## src/rtl/dds_pkg.sv

```systemverilog
// Shared definitions for the DDS generator, wave meter and benches.
package dds_pkg;

    localparam int DATA_W_DEF = 10;
    localparam int CNT_W_DEF  = 20;

    // Midscale code of an unsigned DATA_W-bit sample.
    function automatic int unsigned mid_code(input int unsigned w);
        return 32'd1 << (w - 1);
    endfunction

    typedef enum logic {
        SEEK = 1'b0,
        MEAS = 1'b1
    } meas_state_t;

    typedef struct packed {
        logic [CNT_W_DEF-1:0]  period;
        logic [DATA_W_DEF-1:0] vmin;
        logic [DATA_W_DEF-1:0] vmax;
        logic                  overflow;
    } meas_t;

endpackage

```

## src/rtl/dds_cross_detect.sv

```systemverilog
// Rising midscale crossing detector with hysteresis below midscale.
module dds_cross_detect
    import dds_pkg::*;
#(
    parameter int DATA_W = DATA_W_DEF,
    parameter int HYST   = 16
) (
    input  logic              clk,
    input  logic              rst,
    input  logic              sample_valid,
    input  logic [DATA_W-1:0] sample,
    output logic              rise
);

    localparam logic [DATA_W-1:0] MID = DATA_W'(mid_code(DATA_W));
    localparam logic [DATA_W-1:0] LOW = MID - DATA_W'(HYST);

    logic armed;

    assign rise = sample_valid & armed & (sample >= MID);

    // Arm below the hysteresis threshold, disarm on the crossing sample.
    always_ff @(posedge clk or posedge rst) begin
        if (rst) begin
            armed <= 1'b0;
        end else if (sample_valid) begin
            if (sample < LOW) begin
                armed <= 1'b1;
            end else if (rise) begin
                armed <= 1'b0;
            end
        end
    end

endmodule

```

## src/rtl/dds_wave_meter.sv

```systemverilog
// Period / min / max meter over rising midscale crossings of a sample stream.
//
// state | meaning
// SEEK  | waiting for the first crossing, no window open
// MEAS  | window open; each crossing closes it and opens the next
module dds_wave_meter
    import dds_pkg::*;
#(
    parameter int DATA_W = DATA_W_DEF,
    parameter int CNT_W  = CNT_W_DEF,
    parameter int HYST   = 16
) (
    input  logic              clk,
    input  logic              rst,
    input  logic              sample_valid,
    input  logic [DATA_W-1:0] sample,
    output logic              meas_valid,
    input  logic              meas_ready,
    output logic [CNT_W-1:0]  period,
    output logic [DATA_W-1:0] vmin,
    output logic [DATA_W-1:0] vmax,
    output logic              overflow,
    output logic              dropped,
    output logic              locked
);

    localparam logic [CNT_W-1:0] CNT_MAX = '1;

    meas_state_t       state, state_nx;
    logic              rise;
    logic              close_win;
    logic              handshake;
    logic              load;
    logic              discard;
    logic [CNT_W-1:0]  cnt;
    logic [DATA_W-1:0] cur_min, cur_max;
    logic              cur_ovf;

    dds_cross_detect #(
        .DATA_W (DATA_W),
        .HYST   (HYST)
    ) u_cross (
        .clk          (clk),
        .rst          (rst),
        .sample_valid (sample_valid),
        .sample       (sample),
        .rise         (rise)
    );

    // State register.
    always_ff @(posedge clk or posedge rst) begin
        if (rst) state <= SEEK;
        else     state <= state_nx;
    end

    // Next state; a crossing in MEAS closes the current window.
    always_comb begin
        state_nx  = state;
        close_win = 1'b0;
        case (state)
            SEEK:    if (rise) state_nx = MEAS;
            MEAS:    close_win = rise;
            default: state_nx = SEEK;
        endcase
    end

    assign locked    = (state == MEAS);
    assign handshake = meas_valid & meas_ready;
    assign load      = close_win & (~meas_valid | meas_ready);
    assign discard   = close_win & ~load;

    // Window trackers: a crossing restarts them with the crossing sample.
    always_ff @(posedge clk or posedge rst) begin
        if (rst) begin
            cnt     <= '0;
            cur_min <= '0;
            cur_max <= '0;
            cur_ovf <= 1'b0;
        end else if (sample_valid) begin
            if (rise) begin
                cnt     <= CNT_W'(1);
                cur_min <= sample;
                cur_max <= sample;
                cur_ovf <= 1'b0;
            end else if (state == MEAS) begin
                if (cnt == CNT_MAX) cur_ovf <= 1'b1;
                else                cnt     <= cnt + CNT_W'(1);
                if (sample < cur_min) cur_min <= sample;
                if (sample > cur_max) cur_max <= sample;
            end
        end
    end

    // Result register, held while the consumer stalls.
    always_ff @(posedge clk or posedge rst) begin
        if (rst) begin
            meas_valid <= 1'b0;
            period     <= '0;
            vmin       <= '0;
            vmax       <= '0;
            overflow   <= 1'b0;
        end else if (load) begin
            meas_valid <= 1'b1;
            period     <= cnt;
            vmin       <= cur_min;
            vmax       <= cur_max;
            overflow   <= cur_ovf;
        end else if (handshake) begin
            meas_valid <= 1'b0;
        end
    end

    // Sticky discard flag, cleared by a clean handshake.
    always_ff @(posedge clk or posedge rst) begin
        if (rst)            dropped <= 1'b0;
        else if (discard)   dropped <= 1'b1;
        else if (handshake) dropped <= 1'b0;
    end

endmodule

```

## config.mk

```make
export PLATFORM = sky130hd
export DESIGN_NAME = dds_wave_meter
export DESIGN_NICKNAME = d
export VERILOG_FILES = /design/src/rtl/dds_pkg.sv /design/src/rtl/dds_cross_detect.sv /design/src/rtl/dds_wave_meter.sv
export SDC_FILE = /design/constraint.sdc
export NUM_CORES = 1
export LEC_CHECK = 0
export CORE_MARGIN = 2
export CORE_UTILIZATION = 30
export CTS_CLUSTER_SIZE = 20
export DETAILED_ROUTE_END_ITERATION = 8
export SYNTH_ARGS = -nofsm -noshare
export SYNTH_HDL_FRONTEND = slang
export SYNTH_SLANG_ARGS = --single-unit
```

## constraint.sdc

```tcl
create_clock -name clk -period 3 [get_ports clk]
set_input_delay 0.3 -clock clk [delete_from_list [all_inputs] [get_ports clk]]
set_output_delay 0.3 -clock clk [all_outputs]
set_load 0.02 [all_outputs]
```

==> Word-level counts from Yosys, hierarchy flattened <==
Index checks and enable logic that the tools add are counted.
{ "totals": {"ff_bits": 86, "input_bits": 14, "output_inout_bits": 44, "word_cells": 59} }
{ "op_classes": {"n_addsub": 1, "n_lt_le_gt_ge": 4, "eq_ne": 2, "mux": 20, "bitwise": 8, "n_reduce_logical": 12} }
{ "op_table": {"columns": ["operator", "count"], "rows": [
  ["two-way mux 10 bit", 6],
  ["two-way mux 20 bit", 3],
  ["adder 20 x 1 -> 20 bit, second input constant", 1],
  ["== test 20 bit, second input constant", 1],
  ["nonzero test 2 bit", 7],
  ["AND reduction 3 bit", 4],
  ["two-way mux 1 bit", 11],
  [">= comparator 10 bit, second input constant", 1],
  ["> comparator 10 bit", 1],
  ["< comparator 10 bit", 1],
  ["< comparator 10 x 9 -> 1 bit, second input constant", 1],
  ["bitwise AND 1 bit", 5],
  ["!= test 2 bit, second input constant", 1],
  ["inverter 1 bit", 2],
  ["AND reduction 2 bit", 1],
  ["OR 1 bit", 1]
]} }

==> Depth between registers and ports, before layout <==
Gate-level depths: netlist of the first run.
{ "depth": {"depth_word": 7, "mapped_depth": 9, "depth_no_buf": 7} }

==> Hierarchy <==
Synthesis of the first run repeated with hierarchy kept, for this count alone.
{ "unflattened": {"hier_cells": 414, "hier_area_um2": 4505.6} }
{ "modules_own_cells": {"columns": ["mod", "n_inst", "cells_each", "area_each_um2", "seq_area_each_um2"], "rows": [
  ["dds_wave_meter", 1, 407, 4441.8, 2127.0],
  ["dds_cross_detect", 1, 7, 63.8, 25.0]
]} }

==> Worst setup path before layout of the first run <==
No wires, ideal clock.
{ "synth_timing": {"path_type": "flip-flop to flip-flop", "start": "register cur_max[7]", "end": "register cur_max[0]", "arrival_ns": 1.936, "setup_slack_ns": 0.939, "path_stages_with_launch": 9, "path_buffers": 1, "synth_period_minus_slack_ns": 2.061, "path_cell_list": "dfrtp_1 -> inv_1 -> ha_1 -> a211oi_1 -> nor2_1 -> or3_1 -> o32a_1 -> buf_6 -> mux2_4"} }
{ "synth_via": {"elab_chain_len": 3} }
{ "synth_rtl": {"columns": ["item", "line", "source"], "rows": [
  ["start: declaration", "dds_wave_meter.sv:36", "logic [DATA_W-1:0] cur_min, cur_max;"],
  ["start signal: assignment", "dds_wave_meter.sv:83", "cur_max <= sample;"],
  ["start signal: assignment", "dds_wave_meter.sv:89", "if (sample > cur_max) cur_max <= sample;"],
  ["> comparator 10 bit", "dds_wave_meter.sv:89", null],
  ["nonzero test 2 bit (no source line)", null, null],
  ["AND reduction 3 bit (no source line)", null, null]
]} }
Every way passes these cells.
A chain may end at the register's enable or synchronous reset.

==> Worst setup path after layout of the first run <==
{ "layout_timing": {"start": "input sample[9]", "end": "register cur_max[8]"} }
{ "layout_via": {"elab_chain_len": 4, "word_cells_on_any_way": 7, "classes_between": "order compare: 2; mux: 1; bitwise: 1; reduce/logical: 3"} }
{ "layout_rtl": {"columns": ["item", "line", "source"], "rows": [
  ["start: declaration", "dds_wave_meter.sv:16", "input logic [DATA_W-1:0] sample,"],
  [">= comparator 10 bit", "dds_cross_detect.sv:20", "assign rise = sample_valid & armed & (sample >= MID);"],
  ["bitwise AND 1 bit", "dds_cross_detect.sv:20", null],
  ["nonzero test 2 bit (no source line)", null, null],
  ["AND reduction 3 bit (no source line)", null, null]
]} }
Parallel ways exist; a longest one is shown, timed or not.

==> results of run 1 <==
-- metrics by stage --
step / worst slack (ns) / power, mW / hold WS (ns)
2_1_floorplan: 0.4782 / 2.840 / 0.3857
6_report: 0.5662 / 4.468 / 0.3939
3_5_place_dp: 0.2216 / 3.496 / 0.4913
5_1_grt: 0.4444 / 4.793 / 0.4267
4_1_cts: 0.5976 / 4.548 / 0.4064
3_3_place_gp: 0.3170 / 3.462 / 0.4895
-- area by class of cell --
| cell class | count | area, um^2 | share of cell area |
|---|---|---|---|
| clock inverters | 3 | 20.02 | 0.003596 |
| clock buffers | 13 | 250.2 | 0.04495 |
| multi-input cells | 263 | 2073 | 0.3724 |
| inverters | 27 | 102.6 | 0.01843 |
| flip-flops and latches | 86 | 2152 | 0.3866 |
| repair buffers | 76 | 738.2 | 0.1326 |
| well taps | 184 | 230.2 | 0.04136 |
-- cells in the final DEF, fill, tap and decap left out, types with 10 or more instances in the layout --
cell	count
sky130_fd_sc_hd__nor3_1	10
sky130_fd_sc_hd__ha_1	20
sky130_fd_sc_hd__clkdlybuf4s50_1	57
sky130_fd_sc_hd__buf_4	17
sky130_fd_sc_hd__nor2_1	19
sky130_fd_sc_hd__a31oi_1	12
sky130_fd_sc_hd__mux2_2	43
sky130_fd_sc_hd__nand2_1	16
sky130_fd_sc_hd__inv_1	26
sky130_fd_sc_hd__nand3_1	36
sky130_fd_sc_hd__dfrtp_1	86
-- cells by family (layout without fill, tap and decap cells) --
kind of cell               after synthesis  in the layout
DFF                                     86             86
muxes                                   53             53
and+or+nand+nor                        114            114
buffers and inverters                   49            119
AOI/OAI and AO/OA                       61             61
adders and majority gates               20             20
xor gates and xnor gates                15             15
-- routing by layer --
metal  part of all wire  wire length, um  global-route usage  vias up
li1                   -                -                   -     1569
met1               0.47             4633              0.1741     1588
met2               0.47             4724              0.2153       90
met3              0.050              500             0.03979        8
met4             0.0099               99             0.03529        0
met5                  0                0                   0        -
-- critical path, cell delays in order --
cell,delay [ns]
sky130_fd_sc_hd__clkdlybuf4s50_1,0.55
sky130_fd_sc_hd__ha_1,0.38
sky130_fd_sc_hd__nand4_1,0.15
sky130_fd_sc_hd__nor3_1,0.31
sky130_fd_sc_hd__o32a_1,0.60
sky130_fd_sc_hd__mux2_4,0.35
-- power by group --
part           switching (mW)  internal [mW]  total (mW)
Sequential              0.240           1.49        1.73
Combinational           0.828          0.897        1.72
Clock                   0.430          0.582        1.01
-- registers in the layout, summed over array words and instances (netlist names) --
name / flops
cnt: 20
period: 20
cur_max: 10
cur_min: 10
vmax: 10
vmin: 10
cur_ovf: 1
dropped: 1
locked: 1
meas_valid: 1
overflow: 1
u_cross.armed: 1
-- how the worst min path moves through the flow --
stage                           from  depth (start not counted)       endpoint  slack [ns]
after floorplan            sample[9]                          1  u_cross.armed        0.39
after global placement    period[11]                          1     period[11]        0.49
after detailed placement     cur_ovf                          2        cur_ovf        0.49
after CTS                        rst                          3      period[5]        0.41
after global routing             rst                          3         cnt[9]        0.43
final                            rst                          3      period[3]        0.39
==> report_table.html, run 1 <==
<table>
<tr><th>Metric</th><th>Value</th></tr>
<tr><th colspan="2">Critical path</th></tr>
<tr><td>Nature of the critical path endpoint</td><td>register</td></tr>
<tr><td>R2R setup slack</td><td>0.68 ns</td></tr>
<tr><td>Crit start category</td><td>primary input</td></tr>
<tr><td>Worst flop-to-flop path startpoint</td><td>cur_max[7]</td></tr>
<tr><td>Start point of the critical path</td><td>sample[9]</td></tr>
<tr><td>Required time worst endpoint</td><td>3.22 ns</td></tr>
<tr><td>Crit path kind</td><td>in2reg</td></tr>
<tr><td>Data arrival time of the worst path</td><td>2.66 ns</td></tr>
<tr><td>Critical-path maximum fanout</td><td>9</td></tr>
<tr><td>Count of cells along the worst register-to-register path</td><td>7</td></tr>
<tr><td>Critical path destination</td><td>cur_max[8]</td></tr>
<tr><td>Reg2Reg Capture Point</td><td>cur_max[8]</td></tr>
<tr><th colspan="2">Die</th></tr>
<tr><td>Die height</td><td>125.5 um</td></tr>
<tr><td>Core area</td><td>14480 um^2</td></tr>
<tr><td>Row cnt</td><td>44</td></tr>
<tr><td>Area of the die</td><td>15740 um^2</td></tr>
<tr><td>Chip width</td><td>125.5 um</td></tr>
<tr><td>Number of ports placed on the die boundary</td><td>58</td></tr>
<tr><td>Starting density of the core</td><td>0.3057</td></tr>
<tr><th colspan="2">Clock network</th></tr>
<tr><td>Clock root buffer master</td><td>sky130_fd_sc_hd__clkbuf_16</td></tr>
<tr><td>Later-pin clock latency in the skew report</td><td>0.34 ns</td></tr>
<tr><td>Number of instances resized during post-cts repair</td><td>0</td></tr>
<tr><td>CTS clock-pin slew for the worst setup and hold paths</td><td>0.06 ns</td></tr>
<tr><td>Number of CTS-inserted buffers</td><td>9</td></tr>
<tr><td>Post-cts hold buffer count</td><td>0</td></tr>
<tr><td>TritonCTS clock tree</td><td>built</td></tr>
<tr><td>Number of sinks handled by clock tree synthesis</td><td>86</td></tr>
<tr><td>Post-CTS Setup Inserts</td><td>0</td></tr>
<tr><td>Max Root-Sink Buffers</td><td>2</td></tr>
<tr><td># H-tree levels</td><td>3</td></tr>
<tr><th colspan="2">Route</th></tr>
<tr><td>Drt initial violations</td><td>152</td></tr>
<tr><td>WL/cell</td><td>15.27 um</td></tr>
<tr><td>Via Count</td><td>3255</td></tr>
<tr><td>First drt pass iteration count</td><td>4</td></tr>
<tr><td>Final ANT Viol Nets</td><td>0</td></tr>
<tr><td>Number of remaining DRC errors</td><td>0</td></tr>
<tr><td>Average vias per placed instance</td><td>4.992</td></tr>
<tr><td>Post-detailed-routing wire length</td><td>9.957 mm</td></tr>
<tr><th colspan="2">Finish</th></tr>
<tr><td>Number of cells in the finished layout apart from fillers</td><td>652</td></tr>
<tr><td>Total inserted antenna cells</td><td>0</td></tr>
<tr><td>Syn-to-layout area delta</td><td>25.75%</td></tr>
<tr><td>Post-Route Utilization</td><td>0.3845</td></tr>
<tr><td>Number of filler cells placed in the layout</td><td>1412</td></tr>
<tr><td>Share of final-layout standard cells stronger than drive strength 1</td><td>0.1966</td></tr>
<tr><td>Net total in the final layout</td><td>497</td></tr>
<tr><td>Post-layout instance area</td><td>5567 um^2</td></tr>
<tr><th colspan="2">Placement</th></tr>
<tr><td>Port Buf Inserts</td><td>57</td></tr>
<tr><td>Area of placed instances</td><td>5296 um^2</td></tr>
<tr><td>Routability cong.</td><td>0.8229</td></tr>
<tr><td>Placed cells</td><td>636</td></tr>
<tr><td>Final HPWL from detailed placement</td><td>7.125 mm</td></tr>
<tr><th colspan="2">Yosys</th></tr>
<tr><td>Leading cell type by number of instances after synthesis</td><td>sky130_fd_sc_hd__dfrtp_1</td></tr>
<tr><td>Share of cell area taken by muxes after synthesis</td><td>0.1422</td></tr>
<tr><td>Share of the synthesized netlist area taken by xor and xnor gates</td><td>0.02968</td></tr>
<tr><td>Portion of the post-synthesis area used by sequential elements</td><td>0.4862</td></tr>
<tr><td>Leading post-synthesis cells by cell area</td><td>sky130_fd_sc_hd__dfrtp_1 49%, sky130_fd_sc_hd__mux2_2 11%, sky130_fd_sc_hd__ha_1 5.7%, sky130_fd_sc_hd__nand3_1 4.1%, sky130_fd_sc_hd__mux2_4 3.1%</td></tr>
<tr><td>Net count after synthesis</td><td>432</td></tr>
<tr><td>Number of register bits inferred by synthesis</td><td>86</td></tr>
<tr><td>Leading post-synthesis cells by instance count</td><td>86 x sky130_fd_sc_hd__dfrtp_1, 43 x sky130_fd_sc_hd__mux2_2, 36 x sky130_fd_sc_hd__nand3_1</td></tr>
<tr><td>Adder and majority gate portion of the synthesized area</td><td>0.05653</td></tr>
<tr><td>Number of different library cells in the post-synthesis netlist</td><td>47</td></tr>
<tr><td>Post-synthesis share of cell area spent on and, or, nand and nor gates</td><td>0.1385</td></tr>
<tr><td>EDFF count, synth</td><td>0</td></tr>
<tr><td>Synth Cell Area</td><td>4427 um^2</td></tr>
<tr><td>Synthesized area divided by synthesized cell count</td><td>11.12 um^2</td></tr>
<tr><td>Top cell type by total area after synthesis</td><td>sky130_fd_sc_hd__dfrtp_1</td></tr>
<tr><td>Count of synthesis-stage warnings from yosys</td><td>0</td></tr>
<tr><td>Number of instances in the synthesized netlist</td><td>398</td></tr>
<tr><td>Dominant combinational cell family by area after synthesis</td><td>multiplexers</td></tr>
<tr><td>Compound-gate portion of the synthesized area</td><td>0.09893</td></tr>
<tr><td>Fraction of registers with async set/reset</td><td>1.000</td></tr>
<tr><td>Proportion of netlist area held by the largest area contributor</td><td>0.4862</td></tr>
<tr><td>Top flip-flop cell by instance count after synthesis</td><td>sky130_fd_sc_hd__dfrtp_1</td></tr>
<tr><th colspan="2">Status</th></tr>
<tr><td>Run status</td><td>finished, final reports clean</td></tr>
<tr><th colspan="2">Pwr</th></tr>
<tr><td>Worst vdd ir</td><td>0.4567 mV</td></tr>
<tr><td>Leakage power total</td><td>2.448 nW</td></tr>
<tr><td>Power per cell area</td><td>802.7 nW/um^2</td></tr>
<tr><th colspan="2">GRT</th></tr>
<tr><td>Via count of the first global-routing pass</td><td>3154</td></tr>
<tr><td>Wire length of the first global-routing pass</td><td>16.69 mm</td></tr>
<tr><td>Aggregate global routing overflow</td><td>0</td></tr>
<tr><td>Maximum number of pins on one net before global-route repair</td><td>87</td></tr>
<tr><td>Antenna violations before repair</td><td>0</td></tr>
<tr><td>Combined global-route utilization of all metal layers</td><td>0.1330</td></tr>
<tr><th colspan="2">STA</th></tr>
<tr><td>Count of final hold-check violations</td><td>0</td></tr>
<tr><td>Setup Skew</td><td>0.007234 ns</td></tr>
<tr><td>Final critical delay including setup and external delays</td><td>2.434 ns</td></tr>
<tr><td>Fmax</td><td>410.9 MHz</td></tr>
<tr><td>Setup repair after global routing missed its margin</td><td>no</td></tr>
<tr><td>Final period utilization</td><td>0.8113</td></tr>
<tr><td>Final Max Tran Viols</td><td>0</td></tr>
<tr><td>Setup violation total in the final timing report</td><td>0</td></tr>
<tr><td>Max_slew headroom</td><td>0.6009</td></tr>
<tr><td>Tightest Pin Transition</td><td>0.5979 ns</td></tr>
<tr><td>Setup TNS</td><td>0 ns</td></tr>
<tr><th colspan="2">Run</th></tr>
<tr><td>Max-cap violations</td><td>0</td></tr>
<tr><th colspan="2">Worst hold path</th></tr>
<tr><td>HP Class</td><td>in2async</td></tr>
</table>
Power figures use the tool's default switching activity.
==> inputs of run 2 (changes only) <==
==> constraint.sdc (replaced) <==
create_clock -name clk -period 2.4 [get_ports clk]
set_input_delay 0.24 -clock clk [delete_from_list [all_inputs] [get_ports clk]]
set_output_delay 0.24 -clock clk [all_outputs]
set_load 0.02 [all_outputs]
==> report_table.html, run 2 (synthesis gave the netlist of run 1 again) <==
<table>
<tr><th>Metric</th><th>Value</th></tr>
<tr><th colspan="2">Finish</th></tr>
<tr><td>Biggest regs</td><td>cnt (20), period (20)</td></tr>
<tr><td>Total inserted antenna cells</td><td>0 (unchanged)</td></tr>
<tr><td>Commonest non-fill, non-tap cells in the layout</td><td>86 x sky130_fd_sc_hd__dfrtp_1, 57 x sky130_fd_sc_hd__clkdlybuf4s50_1, 43 x sky130_fd_sc_hd__mux2_2</td></tr>
<tr><td>Number of filler cells placed in the layout</td><td>1399 (-0.92%)</td></tr>
<tr><td>Syn-to-layout area delta</td><td>30.07%</td></tr>
<tr><td>Net total in the final layout</td><td>510 (+2.6%)</td></tr>
<tr><td>Leading cell type in the layout, fill and taps excluded</td><td>sky130_fd_sc_hd__dfrtp_1</td></tr>
<tr><td>Share of final-layout standard cells stronger than drive strength 1</td><td>0.2266 (+0.03003)</td></tr>
<tr><th colspan="2">Pwr</th></tr>
<tr><td>Switching share of power</td><td>0.3292 (-0.006035)</td></tr>
<tr><td>Psw</td><td>1.969 mW (+31%)</td></tr>
<tr><td>Proportion of power drawn by the clock network</td><td>0.257 (+0.030)</td></tr>
<tr><td>Int Pwr</td><td>4.012 mW (+35%)</td></tr>
<tr><td>Worst vdd ir</td><td>0.6269 mV (+37%)</td></tr>
<tr><td>Leakage power total</td><td>2.547 nW (+4.0%)</td></tr>
<tr><td>Final Total Pwr</td><td>5.980 mW (+34%)</td></tr>
<tr><td>Power per cell area</td><td>1039 nW/um^2 (+29%)</td></tr>
<tr><td>Portion of total power attributed to combinational logic</td><td>0.380 (-0.006)</td></tr>
<tr><td>Reg power frac</td><td>0.363 (-0.024)</td></tr>
<tr><th colspan="2">Route</th></tr>
<tr><td>Average vias per placed instance</td><td>4.989 (about the same)</td></tr>
<tr><td>Number of remaining DRC errors</td><td>0 (unchanged)</td></tr>
<tr><td>Final ANT Viol Nets</td><td>0 (unchanged)</td></tr>
<tr><td>First drt pass iteration count</td><td>5 (+1)</td></tr>
<tr><td>WL/cell</td><td>15.49 um (+1.5%)</td></tr>
<tr><td>Via Count</td><td>3318 (+1.9%)</td></tr>
<tr><td>Drt initial violations</td><td>157 (+3.3%)</td></tr>
<tr><td>Post-detailed-routing wire length</td><td>10.30 mm (+3.5%)</td></tr>
<tr><th colspan="2">Critical path</th></tr>
<tr><td>Nature of the critical path endpoint</td><td>register</td></tr>
<tr><td>Data arrival time of the worst path</td><td>2.48 ns (-0.18 ns)</td></tr>
<tr><td>Count of cells along the worst register-to-register path</td><td>8 (+1)</td></tr>
<tr><td>Required time worst endpoint</td><td>2.62 ns (-0.60 ns)</td></tr>
<tr><td>Worst flop-to-flop path startpoint</td><td>cur_max[7]</td></tr>
<tr><td>Reg2Reg Capture Point</td><td>cur_max[6]</td></tr>
<tr><td>Crit start category</td><td>register</td></tr>
<tr><td>Crit path kind</td><td>reg2reg</td></tr>
<tr><td>R2R setup slack</td><td>0.14 ns (-0.54 ns)</td></tr>
<tr><td>Critical-path maximum fanout</td><td>6 (-3)</td></tr>
<tr><th colspan="2">STA</th></tr>
<tr><td>Setup violation total in the final timing report</td><td>0 (unchanged)</td></tr>
<tr><td>Max_slew headroom</td><td>0.7326 (+0.1317)</td></tr>
<tr><td>Setup repair after global routing missed its margin</td><td>no</td></tr>
<tr><td>Count of final hold-check violations</td><td>0 (unchanged)</td></tr>
<tr><td>Setup Skew</td><td>0.006478 ns (-0.0007563 ns)</td></tr>
<tr><td>Final period utilization</td><td>0.9398</td></tr>
<tr><td>Final critical delay including setup and external delays</td><td>2.256 ns</td></tr>
<tr><td>Worst hold margin</td><td>0.2447 ns (-0.1492 ns)</td></tr>
<tr><td>Setup TNS</td><td>0 ns (unchanged)</td></tr>
<tr><td>Tightest Pin Transition</td><td>0.3969 ns (-0.2010 ns)</td></tr>
<tr><td>Final Max Tran Viols</td><td>0 (unchanged)</td></tr>
<tr><td>Fmax</td><td>443.4 MHz</td></tr>
<tr><th colspan="2">GRT</th></tr>
<tr><td>Via count of the first global-routing pass</td><td>3461 (+9.7%)</td></tr>
<tr><td>Combined global-route utilization of all metal layers</td><td>0.1393 (+0.006262)</td></tr>
<tr><td>Maximum number of pins on one net before global-route repair</td><td>42 (-52%)</td></tr>
<tr><td>Antenna violations before repair</td><td>0 (unchanged)</td></tr>
<tr><td>Wire length of the first global-routing pass</td><td>17.64 mm (+5.7%)</td></tr>
<tr><td>Aggregate global routing overflow</td><td>0 (unchanged)</td></tr>
<tr><th colspan="2">Clock network</th></tr>
<tr><td>Number of sinks handled by clock tree synthesis</td><td>86 (unchanged)</td></tr>
<tr><td>Later-pin clock latency in the skew report</td><td>0.34 ns (about the same)</td></tr>
<tr><td>TritonCTS clock tree</td><td>built</td></tr>
<tr><td>Clock root buffer master</td><td>sky130_fd_sc_hd__clkbuf_16</td></tr>
<tr><td>Post-CTS Setup Inserts</td><td>0 (unchanged)</td></tr>
<tr><td>Max Root-Sink Buffers</td><td>2 (unchanged)</td></tr>
<tr><td>CTS clock-pin slew for the worst setup and hold paths</td><td>0.06 ns (about the same)</td></tr>
<tr><td>Number of CTS-inserted buffers</td><td>9 (unchanged)</td></tr>
<tr><td># H-tree levels</td><td>3 (unchanged)</td></tr>
<tr><th colspan="2">Die</th></tr>
<tr><td>Row cnt</td><td>44 (unchanged)</td></tr>
<tr><td>Starting density of the core</td><td>0.3057 (unchanged)</td></tr>
<tr><td>Chip width</td><td>125.5 um (unchanged)</td></tr>
<tr><td>Die height</td><td>125.5 um (unchanged)</td></tr>
<tr><td>Number of ports placed on the die boundary</td><td>58 (unchanged)</td></tr>
<tr><td>Area of the die</td><td>15740 um^2 (unchanged)</td></tr>
<tr><td>Core area</td><td>14480 um^2 (unchanged)</td></tr>
<tr><th colspan="2">Status</th></tr>
<tr><td>Run status</td><td>finished, final reports clean</td></tr>
<tr><th colspan="2">Run</th></tr>
<tr><td>Max-cap violations</td><td>0 (unchanged)</td></tr>
<tr><th colspan="2">Placement</th></tr>
<tr><td>Final HPWL from detailed placement</td><td>7.598 mm (+6.6%)</td></tr>
<tr><td>Routability cong.</td><td>0.8467 (+2.9%)</td></tr>
<tr><td>Port Buf Inserts</td><td>57 (unchanged)</td></tr>
<tr><th colspan="2">Worst hold path</th></tr>
<tr><td>HP Class</td><td>in2async</td></tr>
</table>
## run 2: metal layers
layer / up-vias / track usage / part of all wire
li1: 1605 / - / -
met1: 1646 / 0.1749 / 0.45
met2: 60 / 0.2353 / 0.50
met3: 7 / 0.03637 / 0.037
met4: 0 / 0.04248 / 0.0099
met5: - / 0 / 0
## run 2: worst max path at each step
stage,start,endpoint,depth (start not counted)
after floorplan,cur_max[7],cur_max[0],8
after detailed placement,sample[7],cur_max[3],8
after CTS,cur_max[7],cur_max[6],8
final,cur_max[7],cur_max[6],8
after global placement,sample[7],cur_max[5],8
after global routing,cur_max[7],cur_max[6],8
## run 2: cell type report
cell class / instances / area [um^2] / area share
multi-input cells: 263 / 2078 / 0.3609
well taps: 184 / 230.2 / 0.03998
repair buffers: 89 / 860.8 / 0.1495
clock inverters: 6 / 92.59 / 0.01608
inverters: 27 / 105.1 / 0.01825
flip-flops and latches: 86 / 2152 / 0.3738
clock buffers: 10 / 239.0 / 0.04150
## run 2: power groups by stage
stage / clock [mW] / combinational [mW] / sequential (mW)
6_report: 1.54 / 2.27 / 2.17
5_1_grt: 1.65 / 2.49 / 2.24
4_1_cts: 1.58 / 2.29 / 2.18
3_5_place_dp: 0 / 2.28 / 2.20
3_3_place_gp: 0 / 2.21 / 2.18
2_1_floorplan: 0 / 1.19 / 2.36
## run 2: metrics by stage
step / utilization / instance area [um^2] / cells / worst slack (ns)
6_report: 0.3977 / 5758 / 665 / 0.1445
5_1_grt: 0.3977 / 5758 / 665 / 0.07882
4_1_cts: 0.3973 / 5753 / 665 / 0.1407
3_5_place_dp: 0.3744 / 5421 / 649 / -0.1374
3_3_place_gp: 0.3744 / 5421 / 649 / -0.09925
2_1_floorplan: - / 4431 / 398 / 0.3390
## run 2: critical path: stages (launching register included)
cell	delay, ns
sky130_fd_sc_hd__dfrtp_1	0.39
sky130_fd_sc_hd__inv_1	0.06
sky130_fd_sc_hd__ha_1	0.30
sky130_fd_sc_hd__a211oi_2	0.19
sky130_fd_sc_hd__nor2_1	0.09
sky130_fd_sc_hd__or3_1	0.32
sky130_fd_sc_hd__o32a_1	0.31
sky130_fd_sc_hd__buf_4	0.18
sky130_fd_sc_hd__mux2_4	0.30
## run 2: repair_timing
action | in CTS | in global routing
setup endpoints to repair | 0 | 5
hold buffers | 0 | 0
resized for setup | 0 | 1
==> inputs of run 3 (changes only) <==
--- a/config.mk
+++ b/config.mk
@@ -5,10 +5,10 @@
 export SDC_FILE = /design/constraint.sdc
 export NUM_CORES = 1
 export LEC_CHECK = 0
-export CORE_MARGIN = 2
 export CORE_UTILIZATION = 30
 export CTS_CLUSTER_SIZE = 20
 export DETAILED_ROUTE_END_ITERATION = 8
+export SLEW_MARGIN = 25
 export SYNTH_ARGS = -nofsm -noshare
 export SYNTH_HDL_FRONTEND = slang
 export SYNTH_SLANG_ARGS = --single-unit
==> report_table.html, run 3 (synthesis gave the netlist of run 1 again) <==
<table>
<tr><th>Metric</th><th>Value</th></tr>
<tr><th colspan="2">Status</th></tr>
<tr><td>Run status</td><td>complete, but fails checks</td></tr>
<tr><td>Violated checks</td><td>DRC</td></tr>
<tr><th colspan="2">Clock network</th></tr>
<tr><td>Max Root-Sink Buffers</td><td>2 (unchanged)</td></tr>
<tr><td>Clock root buffer master</td><td>sky130_fd_sc_hd__clkbuf_16</td></tr>
<tr><td># H-tree levels</td><td>3 (unchanged)</td></tr>
<tr><td>Later-pin clock latency in the skew report</td><td>0.34 ns (about the same)</td></tr>
<tr><td>Post-CTS Setup Inserts</td><td>0 (unchanged)</td></tr>
<tr><td>CTS clock-pin slew for the worst setup and hold paths</td><td>0.06 ns (about the same)</td></tr>
<tr><td>TritonCTS clock tree</td><td>built</td></tr>
<tr><td>Number of sinks handled by clock tree synthesis</td><td>86 (unchanged)</td></tr>
<tr><td>Number of CTS-inserted buffers</td><td>9 (unchanged)</td></tr>
<tr><th colspan="2">Critical path</th></tr>
<tr><td>Reg2Reg Capture Point</td><td>cur_max[2]</td></tr>
<tr><td>Nature of the critical path endpoint</td><td>register</td></tr>
<tr><td>Data arrival time of the worst path</td><td>2.47 ns (about the same)</td></tr>
<tr><td>Top delay family on crit path</td><td>compound AO/OA/AOI/OAI gates</td></tr>
<tr><td>Worst flop-to-flop path startpoint</td><td>cur_max[7]</td></tr>
<tr><td>Cell type of the slowest stage on the worst timing path</td><td>sky130_fd_sc_hd__dfrtp_1</td></tr>
<tr><td>Crit path kind</td><td>reg2reg</td></tr>
<tr><td>R2R setup slack</td><td>0.14 ns (about the same)</td></tr>
<tr><td>Count of cells along the worst register-to-register path</td><td>8 (unchanged)</td></tr>
<tr><td>Worst path cell trace</td><td>inv_1 &gt; ha_1 &gt; a211oi_2 &gt; nor2_1 &gt; or3_1 &gt; o32a_1 &gt; buf_12 &gt; mux2_4</td></tr>
<tr><td>Required time worst endpoint</td><td>2.62 ns (about the same)</td></tr>
<tr><td>Crit start category</td><td>register</td></tr>
<tr><td>Longest individual stage delay on the worst path</td><td>0.38 ns (about the same)</td></tr>
<tr><td>Critical-path maximum fanout</td><td>9 (+3)</td></tr>
<tr><td>Total number of cells along the worst setup path</td><td>8 (unchanged)</td></tr>
<tr><td>CP bufs+invs</td><td>2 (unchanged)</td></tr>
<tr><th colspan="2">Run</th></tr>
<tr><td>Max-cap violations</td><td>0 (unchanged)</td></tr>
<tr><th colspan="2">Finish</th></tr>
<tr><td>Leading cell type in the layout, fill and taps excluded</td><td>sky130_fd_sc_hd__dfrtp_1</td></tr>
<tr><td>Net total in the final layout</td><td>504 (-1.2%)</td></tr>
<tr><td>Number of filler cells placed in the layout</td><td>1395 (-0.29%)</td></tr>
<tr><td>Commonest non-fill, non-tap cells in the layout</td><td>86 x sky130_fd_sc_hd__dfrtp_1, 57 x sky130_fd_sc_hd__clkdlybuf4s50_1, 43 x sky130_fd_sc_hd__mux2_2</td></tr>
<tr><td>Syn-to-layout area delta</td><td>28.75%</td></tr>
<tr><td>Post-Route Utilization</td><td>0.3936 (-0.004061)</td></tr>
<tr><td>Post-layout instance area</td><td>5699 um^2 (-1.0%)</td></tr>
<tr><td>Share of final-layout standard cells stronger than drive strength 1</td><td>0.2147 (-0.01187)</td></tr>
<tr><td>Biggest regs</td><td>cnt (20), period (20)</td></tr>
<tr><th colspan="2">Pwr</th></tr>
<tr><td>Switching share of power</td><td>0.3283 (-0.0008075)</td></tr>
<tr><td>Power per cell area</td><td>1035 nW/um^2 (-0.33%)</td></tr>
<tr><td>Portion of total power attributed to combinational logic</td><td>0.383 (+0.003)</td></tr>
<tr><td>Psw</td><td>1.937 mW (-1.6%)</td></tr>
<tr><td>Proportion of power drawn by the clock network</td><td>0.249 (-0.008)</td></tr>
<tr><td>Int Pwr</td><td>3.963 mW (-1.2%)</td></tr>
<tr><td>Worst vdd ir</td><td>0.5711 mV (-8.9%)</td></tr>
<tr><td>Reg power frac</td><td>0.368 (+0.005)</td></tr>
<tr><td>Leakage power total</td><td>2.515 nW (-1.3%)</td></tr>
<tr><th colspan="2">Die</th></tr>
<tr><td>Die height</td><td>123.5 um (-1.6%)</td></tr>
<tr><td>Number of ports placed on the die boundary</td><td>58 (unchanged)</td></tr>
<tr><td>Core area</td><td>14480 um^2 (unchanged)</td></tr>
<tr><td>Chip width</td><td>123.5 um (-1.6%)</td></tr>
<tr><td>Area of the die</td><td>15250 um^2 (-3.2%)</td></tr>
<tr><td>Row cnt</td><td>44 (unchanged)</td></tr>
<tr><td>Starting density of the core</td><td>0.3057 (unchanged)</td></tr>
<tr><th colspan="2">GRT</th></tr>
<tr><td>Antenna violations before repair</td><td>1 (+1)</td></tr>
<tr><td>Via count of the first global-routing pass</td><td>3417 (-1.3%)</td></tr>
<tr><td>Wire length of the first global-routing pass</td><td>16.91 mm (-4.1%)</td></tr>
<tr><td>Maximum number of pins on one net before global-route repair</td><td>87 (+110%)</td></tr>
<tr><td>Combined global-route utilization of all metal layers</td><td>0.1454 (+0.006153)</td></tr>
<tr><td>Aggregate global routing overflow</td><td>0 (unchanged)</td></tr>
<tr><th colspan="2">Route</th></tr>
<tr><td>WL/cell</td><td>15.20 um (-1.9%)</td></tr>
<tr><td>Via Count</td><td>3325 (+0.21%)</td></tr>
<tr><td>Met1 routed wirelength after detailed routing</td><td>4.548 mm (-2.0%)</td></tr>
<tr><td>Average vias per placed instance</td><td>5.038 (+0.97%)</td></tr>
<tr><td>Final ANT Viol Nets</td><td>0 (unchanged)</td></tr>
<tr><td>First drt pass iteration count</td><td>6 (+1)</td></tr>
<tr><td>Number of remaining DRC errors</td><td>1 (+1)</td></tr>
<tr><td>Highest routing layer actually used</td><td>met4</td></tr>
<tr><td>Post-detailed-routing wire length</td><td>10.03 mm (-2.6%)</td></tr>
<tr><td>Routed met2 length</td><td>4.956 mm (-4.3%)</td></tr>
<tr><td>Drt initial violations</td><td>172 (+9.6%)</td></tr>
<tr><td>Routed wl met3</td><td>419 um (+9.1%)</td></tr>
<tr><th colspan="2">Worst hold path</th></tr>
<tr><td>HP Class</td><td>in2async</td></tr>
<tr><th colspan="2">STA</th></tr>
<tr><td>Fmax</td><td>443.2 MHz (about the same)</td></tr>
<tr><td>Setup Skew</td><td>0.005451 ns (-0.001027 ns)</td></tr>
<tr><td>Final critical delay including setup and external delays</td><td>2.257 ns (+0.001049 ns)</td></tr>
<tr><td>Tightest Pin Transition</td><td>0.4875 ns (+0.09063 ns)</td></tr>
<tr><td>Max_slew headroom</td><td>0.6750 (-0.05763)</td></tr>
<tr><td>Setup repair after global routing missed its margin</td><td>no</td></tr>
<tr><td>Count of final hold-check violations</td><td>0 (unchanged)</td></tr>
<tr><td>Setup violation total in the final timing report</td><td>0 (unchanged)</td></tr>
<tr><td>Final Max Tran Viols</td><td>0 (unchanged)</td></tr>
<tr><td>Final period utilization</td><td>0.9402 (about the same)</td></tr>
<tr><th colspan="2">Placement</th></tr>
<tr><td>Port Buf Inserts</td><td>57 (unchanged)</td></tr>
<tr><td>Area of placed instances</td><td>5376 um^2 (-0.83%)</td></tr>
<tr><td>Routability cong.</td><td>0.8417 (-0.59%)</td></tr>
<tr><td>Final HPWL from detailed placement</td><td>7.175 mm (-5.6%)</td></tr>
</table>
==> run 3: cell count changes in the layout (fill, tap and decap cells not counted), sizes merged <==
| cell | before | now |
|---|---|---|
| clkinvlp | 3 | 2 |
| clkinv | 0 | 3 |
| diode | 0 | 1 |
| buf | 32 | 26 |
| inv | 28 | 26 |
==> run 3: metal layers <==
metal	track usage	vias to the layer above
li1	-	1595
met1	0.1797	1642
met2	0.2385	79
met3	0.04751	9
met4	0.04744	0
met5	0	-
==> run 3: worst max path at each step <==
stage | startpoint | endpoint | slack (ns)
after floorplan | cur_max[7] | cur_max[0] | 0.34
after global placement | sample[7] | cur_max[3] | -0.10
after detailed placement | sample[7] | cur_max[1] | -0.12
after CTS | cur_max[7] | cur_max[2] | 0.14
after global routing | cur_max[7] | cur_max[2] | 0.05
final | cur_max[7] | cur_max[2] | 0.14
==> run 3: area by class of cell <==
type,count,area [um^2],share of cell area
multi-input combinational,263,2078,0.3647
tap,184,230.2,0.04040
inverter,27,105.1,0.01844
clock inverter,6,86.33,0.01515
sequential,86,2152,0.3776
timing repair buffer,83,815.8,0.1431
antenna,1,2.502,0.0004391
clock buffer,10,229.0,0.04018
==> run 3: repair_timing <==
| item | in CTS | in global routing |
|---|---|---|
| hold endpoints to repair | 0 | 0 |
| endpoints found under the setup margin | 0 | 9 |
| gates resized for setup | 0 | 1 |
| hold buffers | 0 | 0 |
==> run 3: worst min-delay path: stages <==
cell and delay, ns:
sky130_fd_sc_hd__clkdlybuf4s50_1 0.44, sky130_fd_sc_hd__clkinvlp_4 0.10, sky130_fd_sc_hd__buf_12 0.34
==> run 3: metrics by stage <==
stage                     hold WS [ns]  total power, mW  setup WS (ns)  setup TNS (ns)  std cells
final                           0.3632            5.900         0.1434               0        660
after detailed placement        0.4951            4.445        -0.1191          -1.048        643
after global routing            0.4354            6.275        0.05352               0        660
after floorplan                 0.3257            3.550         0.3390               0        398
after global placement          0.4890            4.383        -0.1028         -0.9151        643
after CTS                       0.4080            5.968         0.1354               0        659
==> run 3: power groups by stage <==
| stage | logic [mW] | registers [mW] | clock network, mW |
|---|---|---|---|
| after floorplan | 1.19 | 2.36 | 0 |
| after global placement | 2.20 | 2.18 | 0 |
| after detailed placement | 2.25 | 2.19 | 0 |
| after CTS | 2.27 | 2.18 | 1.52 |
| after global routing | 2.47 | 2.23 | 1.57 |
| final | 2.26 | 2.17 | 1.47 |
